--- src/rtl/mem_store_buffer.sv ---
// MEM-stage store formatter and write buffer: aligns SB/SH/SW data, builds active-low
// byte enables, queues legal stores in a FIFO and drains them to data memory via req/ack.
module mem_store_buffer #(
    parameter int DEPTH = 4
) (
    input  logic                       clk,
    input  logic                       rst,
    input  logic                       st_valid_i,
    input  logic [2:0]                 st_func_i,
    input  logic [31:0]                st_addr_i,
    input  logic [31:0]                st_data_i,
    output logic                       st_ready_o,
    output logic                       dm_req_o,
    output logic [31:0]                dm_addr_o,
    output logic [31:0]                dm_wdata_o,
    output logic [3:0]                 dm_web_o,
    input  logic                       dm_ack_i,
    input  logic [31:0]                ld_addr_i,
    output logic                       ld_hazard_o,
    output logic                       misalign_err_o,
    output logic [$clog2(DEPTH):0]     count_o
);

    localparam int PW = $clog2(DEPTH);
    localparam int CW = PW + 1;

    logic [PW-1:0] rd_ptr_reg, rd_ptr_next;
    logic [PW-1:0] wr_ptr_reg, wr_ptr_next;
    logic [CW-1:0] count_reg, count_next;
    logic          misalign_err_reg;

    logic [29:0]   addr_mem [DEPTH];
    logic [31:0]   data_mem [DEPTH];
    logic [3:0]    web_mem  [DEPTH];

    logic          legal;
    logic [31:0]   fmt_data;
    logic [3:0]    fmt_web;
    logic          full;
    logic          push;
    logic          pop;
    logic          drop;
    logic [DEPTH-1:0] entry_hit;

    // Byte offset bits of the load address never matter for a word-granular hazard.
    logic unused_ld_bits;
    assign unused_ld_bits = ^ld_addr_i[1:0];

    always_comb begin
        legal    = 1'b0;
        fmt_data = st_data_i;
        fmt_web  = 4'hF;
        case (st_func_i)
            3'b000: begin
                legal    = 1'b1;
                fmt_data = {4{st_data_i[7:0]}};
                fmt_web  = ~(4'b0001 << st_addr_i[1:0]);
            end
            3'b001: begin
                legal    = ~st_addr_i[0];
                fmt_data = {2{st_data_i[15:0]}};
                fmt_web  = st_addr_i[1] ? 4'b0011 : 4'b1100;
            end
            3'b010: begin
                legal    = (st_addr_i[1:0] == 2'b00);
                fmt_data = st_data_i;
                fmt_web  = 4'b0000;
            end
            default: begin
                legal    = 1'b0;
                fmt_data = st_data_i;
                fmt_web  = 4'hF;
            end
        endcase
    end

    // Readiness depends only on current occupancy, so a slot freed by an ack is reusable next cycle.
    assign full       = (count_reg == CW'(DEPTH));
    assign st_ready_o = ~full;
    assign push       = st_valid_i & ~full & legal;
    assign drop       = st_valid_i & ~full & ~legal;
    assign pop        = dm_req_o & dm_ack_i;

    always_comb begin
        rd_ptr_next = rd_ptr_reg;
        wr_ptr_next = wr_ptr_reg;
        count_next  = count_reg;
        if (push) begin
            wr_ptr_next = wr_ptr_reg + PW'(1);
        end
        if (pop) begin
            rd_ptr_next = rd_ptr_reg + PW'(1);
        end
        case ({push, pop})
            2'b10:   count_next = count_reg + CW'(1);
            2'b01:   count_next = count_reg - CW'(1);
            default: count_next = count_reg;
        endcase
    end

    always_ff @(posedge clk) begin
        if (rst) begin
            rd_ptr_reg       <= '0;
            wr_ptr_reg       <= '0;
            count_reg        <= '0;
            misalign_err_reg <= 1'b0;
        end else begin
            rd_ptr_reg       <= rd_ptr_next;
            wr_ptr_reg       <= wr_ptr_next;
            count_reg        <= count_next;
            misalign_err_reg <= drop;
        end
    end

    always_ff @(posedge clk) begin
        if (push) begin
            addr_mem[wr_ptr_reg] <= st_addr_i[31:2];
            data_mem[wr_ptr_reg] <= fmt_data;
            web_mem[wr_ptr_reg]  <= fmt_web;
        end
    end

    // Head fields are masked while empty so the bus idles at zero data and all enables off.
    assign dm_req_o       = (count_reg != '0);
    assign dm_addr_o      = dm_req_o ? {addr_mem[rd_ptr_reg], 2'b00} : 32'h0;
    assign dm_wdata_o     = dm_req_o ? data_mem[rd_ptr_reg] : 32'h0;
    assign dm_web_o       = dm_req_o ? web_mem[rd_ptr_reg] : 4'hF;
    assign misalign_err_o = misalign_err_reg;
    assign count_o        = count_reg;

    // An entry is live when its distance from the head is below the occupancy.
    generate
        for (genvar gi = 0; gi < DEPTH; gi++) begin : g_hit
            logic [PW-1:0] offset;
            assign offset        = PW'(gi) - rd_ptr_reg;
            assign entry_hit[gi] = (CW'(offset) < count_reg) &&
                                   (addr_mem[gi] == ld_addr_i[31:2]);
        end
    endgenerate

    assign ld_hazard_o = (|entry_hit) | (push & (st_addr_i[31:2] == ld_addr_i[31:2]));

endmodule

--- config.mk ---
export PLATFORM = sky130hd
export DESIGN_NAME = mem_store_buffer
export DESIGN_NICKNAME = d
export VERILOG_FILES = /design/src/rtl/mem_store_buffer.sv
export SDC_FILE = /design/constraint.sdc
export NUM_CORES = 1
export LEC_CHECK = 0
export BUFFER_PORTS_ARGS = -buffer_cell sky130_fd_sc_hd__buf_2
export CAP_MARGIN = 20
export CORE_ASPECT_RATIO = 0.6
export CORE_UTILIZATION = 46
export CTS_BUF_LIST = sky130_fd_sc_hd__clkbuf_4
export CTS_CLUSTER_DIAMETER = 40
export DETAILED_ROUTE_END_ITERATION = 6
export PLACE_DENSITY = 0.69
export RECOVER_POWER = 25
export SETUP_SLACK_MARGIN = 0.3
export SYNTH_ARGS = -nofsm -noshare
export SYNTH_HDL_FRONTEND = slang
export SYNTH_SLANG_ARGS = --single-unit
--- constraint.sdc ---
create_clock -name clk -period 3.2 [get_ports clk]
set_input_delay 0.48 -clock clk [delete_from_list [all_inputs] [get_ports clk]]
set_output_delay 0.48 -clock clk [all_outputs]
set_load 0.02 [all_outputs]
* Yosys cells after proc, flatten, opt, wreduce, memory -nomap -nowiden
Memories as Yosys holds them, arrays and structs flattened. A register that Yosys moved wholly into a read port is not among the register bits.
Index checks and enable logic that the tools add are counted.
** Storage, ports and cells
- Flip-flop bits (word level) :: 8
- RAM bits :: 264
- Input bits :: 103
- Output and inout bits :: 75
- Logic and storage cells :: 65
- Memories kept :: 3
** Memory list
- data_mem :: depth 4, width 32, rd ports 1, clocked after Yosys merged registers in 1, write ports 1, RTL line 33 : logic [31:0] data_mem [DEPTH];
- addr_mem :: depth 4, width 30, rd ports 5, clocked after Yosys merged registers in 1, write ports 1, RTL line 32 : logic [29:0] addr_mem [DEPTH];
- web_mem :: depth 4, width 4, rd ports 1, clocked after Yosys merged registers in 1, write ports 1, RTL line 34 : logic [3:0] web_mem [DEPTH];
** Cells by class
- $add $sub $neg :: 8
- Magnitude comparators :: 4
- Equal/unequal tests :: 10
- Shift-type cells :: 1
- Muxes and demuxes :: 16
- Bitwise gates (word level) :: 10
- Reductions and logical operators :: 9
** Operators with widths (number)
- $eq 30x30->1 :: 5
- $mux 32 :: 2
- $pmux 32 s2 :: 1
- $lt 2x3->1 :: 4
- $mux 2 :: 6
- $pmux 4 s3 :: 1
- $mux 4 :: 2
- $pmux 3 s2 :: 1
- $and 1x1->1 :: 5
- $add 2x1->2 const B :: 2
- $logic_and 1x1->1 :: 4
- $not 4->4 :: 1
- $reduce_or 4->1 :: 1
- $shl 1x2->4 const A :: 1
- $sub 1x2->2 const A :: 2
- $sub 2x2->2 const A :: 2
- $add 3x1->3 const B :: 1
- $eq 3x1->1 const B :: 1
- $eq 3x2->1 const B :: 1
- $eq 3x3->1 const B :: 1
- $logic_not 3->1 :: 1
- $not 1->1 :: 3
- $pmux 1 s3 :: 1
- $reduce_bool 3->1 :: 1
- 7 further kinds :: 8

* Depth between registers and ports, before layout
- Depth in word-level cells :: 6
- Depth in mapped cells :: 11
- Gate-level depth less buffers :: 10

* Worst setup path after synthesis
No wires, ideal clock.
- Kind :: input port to flip-flop
- Start :: input st_func_i[0]
- End :: memory addr_mem[1][0], enable pin
- Setup time :: 0.431 ns
- Arrival :: 2.832 ns
- Data required time :: 2.769 ns
- Slack :: -0.063 ns
- Stages on the path :: 5
- Path buffers :: 1
- Cell sequence :: clkbuf_1 > nor3_1 > nor2_1 > nor3_2 > and2_1
** Between the ends
- Longest elaborated chain between the ends :: 5
- Elaborated cells between the ends (all ways) :: 7
- Those cells by class :: 2 x eq/ne; 3 x mux; 1 x bitwise; 1 x reduce/logical
** RTL lines
- start: declaration :: RTL line 9 : input logic [2:0] st_func_i,
- $eq 3x2->1 (tied with other cells) :: RTL line 53 : case (st_func_i)
- $pmux 1 s3 (*) :: RTL line 53
- $and 1x1->1 (*) :: RTL line 80 : assign push = st_valid_i & ~full & legal;
- $mux 1 (*) :: RTL line 116 : if (push) begin
- $mux 1 (not written as such) (*) :: RTL line 117 : addr_mem[wr_ptr_reg] <= st_addr_i[31:2];
- end: declaration :: RTL line 32
Mark *: on every way between the ends. The rest lies on a longest branch, timed or not.

==> impl_metrics.py <==
metrics = {
    "status": {
        "status": "completed",
    },
    "layout": {
        "final_area_sq_um": 15300,
        "fillers": 2213,
        "num-nets-final": 1137,
        "final-seq-area_sq_um": 8150,
        "regMostFlops": "data_mem",
        "top_regs": "data_mem: 128 flops, addr_mem: 120 flops, web_mem: 16 flops",
        "drive_above_1_share": 0.360,
        "final_util": 0.571,
        "multi_input_area_sq_um": 4440,
        "largest_reg_flops": 128,
        "area_delta_synth_final_pct": 19.8,
    },
    "die": {
        "die_w_microns": 217,
        "coreArea_sq_um": 26800,
        "io_pins": 178,
        "die-area_sq_um": 28500,
        "num_rows": 46,
        "die_h_microns": 131,
        "initial_core_util": 0.476,
    },
    "detailed_routing": {
        "drc": 0,
        "ant_nets": 0,
        "drt_iter0_drc": 714,
        "vias": 7837,
        "wl_per_cell_microns": 24.0,
        "first_pass_iters": 4,
        "routed_wl_microns": 34300,
        "drt-vias-per-instance": 5.49,
    },
    "cts": {
        "cts.clk_slew.worst_paths_ns": 0.07,
        "cts_buffers": 66,
        "root_buffer": "clkbuf_4",
        "cts.path.max_buffers": 3,
        "clock_latency_ns": 0.67,
        "cts_tree": "yes",
        "h-tree-depth": 3,
        "cts.sinks": 274,
    },
    "timing": {
        "tightest_slew_ns": 1.13,
        "fmax_ghz": 0.320,
        "setup_ws_ns": 0.0783,
        "setup_violations": 0,
        "min_period_over_period": 0.976,
        "slew_headroom": 0.246,
        "maxSlewViolCount": 0,
        "skew_ns": 0.0339,
        "grt_setup_unrepaired": "true",
        "hold_viol_final": 0,
        "timing.hold.ws_ns": 0.116,
        "finalCriticalPeriod_ns": 3.12,
    },
    "setup_path": {
        "arrival_ns": 2.64,
        "cp.required_ns": 2.72,
        "r2r_slack_ns": 0.67,
        "cp-start-kind": "flip-flop",
        "r2r_cells": 6,
        "crit_fanout": 2,
        "r2r_start": "count_o[0]",
        "setup.worst_path.class": "flip-flop to output port",
        "cp-end-kind": "output port",
        "cp-startpoint": "addr_mem[1][28]",
        "timing.rr.end": "addr_mem[1][14]",
    },
    "worst_hold_path": {
        "min-delay-path-class": "primary input to flip-flop",
        "hp-start": "rst",
        "hold_depth": 2,
        "holdPathEnd": "count_o[2]",
    },
    "placed_design": {
        "place_area_sq_um": 14200,
        "dpl.hpwl_microns": 23700,
        "place_ws_ns": 0.381,
        "port_buffers": 173,
        "place_congestion": 0.954,
    },
    "global_route": {
        "antenna_found_initial": 1,
        "grt-ovfl-total": 0,
        "grt_util_all_layers": 0.246,
        "grt_max_degree": 43,
        "grt_pass1_vias": 7917,
        "grt_pass1_wl_microns": 50500,
    },
    "job": {
        "maxCapViolations": 0,
    },
    "logic_synthesis": {
        "yosysMostFrequentCell": "edfxtp_1",
        "synth_area_leaders": "edfxtp_1 (62%), mux4_2 (12%), xor2_1 (8.1%)",
        "synthArstFlopShare": 0,
        "synth_ff_type": "edfxtp_1",
        "synth_edf_count": 264,
        "yosysSeqAreaShare": 0.636,
        "synth.distinct_cells": 38,
        "synth_common_cells": "edfxtp_1 (264), xor2_1 (118), and2_1 (67), mux4_2 (66), xnor2_1 (38)",
        "synth_top_cell_by_area": "edfxtp_1",
        "synth_top_area_frac": 0.620,
        "synth_warnings": 0,
        "syn_inst": 785,
        "synth_seq_cells": 274,
        "synth_area_sq_um": 12800,
        "synth.avg_cell_area_sq_um": 16.3,
    },
    "pwr": {
        "power_density_nw_per_um2": 618,
        "power_switching_mw": 2.94,
        "pwr-share-clk": 0.287,
        "p_int_mw": 6.53,
        "combPwrFrac": 0.282,
        "ir_drop_uv": 335,
        "netSwitchingFraction": 0.311,
        "leakage_nw": 5.37,
        "seqPwrFrac": 0.431,
    },
}
[final cells by class]
class                      count  share of cell area
multi-input combinational    442               0.290
timing repair buffer         229              0.0951
sequential                   274               0.532
inverter                      11             0.00286
clock buffer                  95              0.0466
antenna                        1            0.000163
clock inverter                15             0.00376
tap                          360              0.0294
[worst max-delay path, stage by stage (launching register included)]
cell      delay [ns]
edfxtp_1        0.40
xor2_1          0.26
nor4_1          0.70
nand4_1         0.17
nor3_1          0.17
or4_4           0.17
buf_6           0.11
[metal layers]
metal	vias to the layer above	track usage	wire length (microns)
met1	3971	0.373	16000
met3	43	0.119	4110
met5	-	0.0228	82
met2	350	0.309	13700
met4	2	0.0579	399
li1	3471	-	-
[power by group through the flow]
stage               clock (mW)  sequential [mW]  combinational (mW)
finish                    2.72             4.08                2.67
floorplan                    0             4.13                1.60
global placement             0             4.23                2.40
detailed placement           0             4.23                2.41
global route              2.97             4.09                2.86
CTS                       2.79             4.08                2.66
[cells by family after synthesis]
group | share of synthesized area
compound gates | 0.0128
xor+xnor | 0.107
fa+ha+maj | 0.0104
buf+inv | 0.0246
flops | 0.636
mux | 0.137
other cells | 0.000293
simple gates | 0.0716
[per-stage QoR]
step / setup TNS [ns] / total power, mW / instances
after global placement: 0 / 6.63 / 1289
after global routing: -0.0154 / 9.92 / 1426
after CTS: 0 / 9.54 / 1422
after floorplan: 0 / 5.73 / 786
after detailed placement: 0 / 6.64 / 1289
final: 0 / 9.47 / 1427
[what timing repair did]
action,CTS,global route
setup buffers,7,3
gates cloned,0,0
hold buffers,16,1
pin swaps,8,2
setup endpoints to repair,67,45
gates resized for setup,23,6
hold endpoints to repair,50,1
[placed cells by master, fill, tap and decap left out, types with 5 or more instances in the layout]
master         instances
dfxtp_4                5
dlygate4sd3_1         17
buf_12                13
nor2_1                21
xnor2_1               37
nand4_1               13
clkinv_1              13
edfxtp_1             264
clkbuf_1              40
and2_1                63
xor2_1               118
mux2_2                16
mux4_2                66
ha_1                   7
buf_2                133
clkbuf_4              95
inv_1                  8
nor4_1                26
mux2i_1                9
o21ai_0                5
buf_4                 23
a21oi_1               14
[worst max path at each step]
stage	slack [ns]	cells past startpoint	end
floorplan	0.64	5	addr_mem[0][0]
CTS	0.07	9	ld_hazard_o
finish	0.08	6	ld_hazard_o
detailed placement	0.38	9	ld_hazard_o
global placement	0.42	9	ld_hazard_o
global route	-0.02	8	ld_hazard_o
Note: power is estimated with default switching activity, not from simulation.
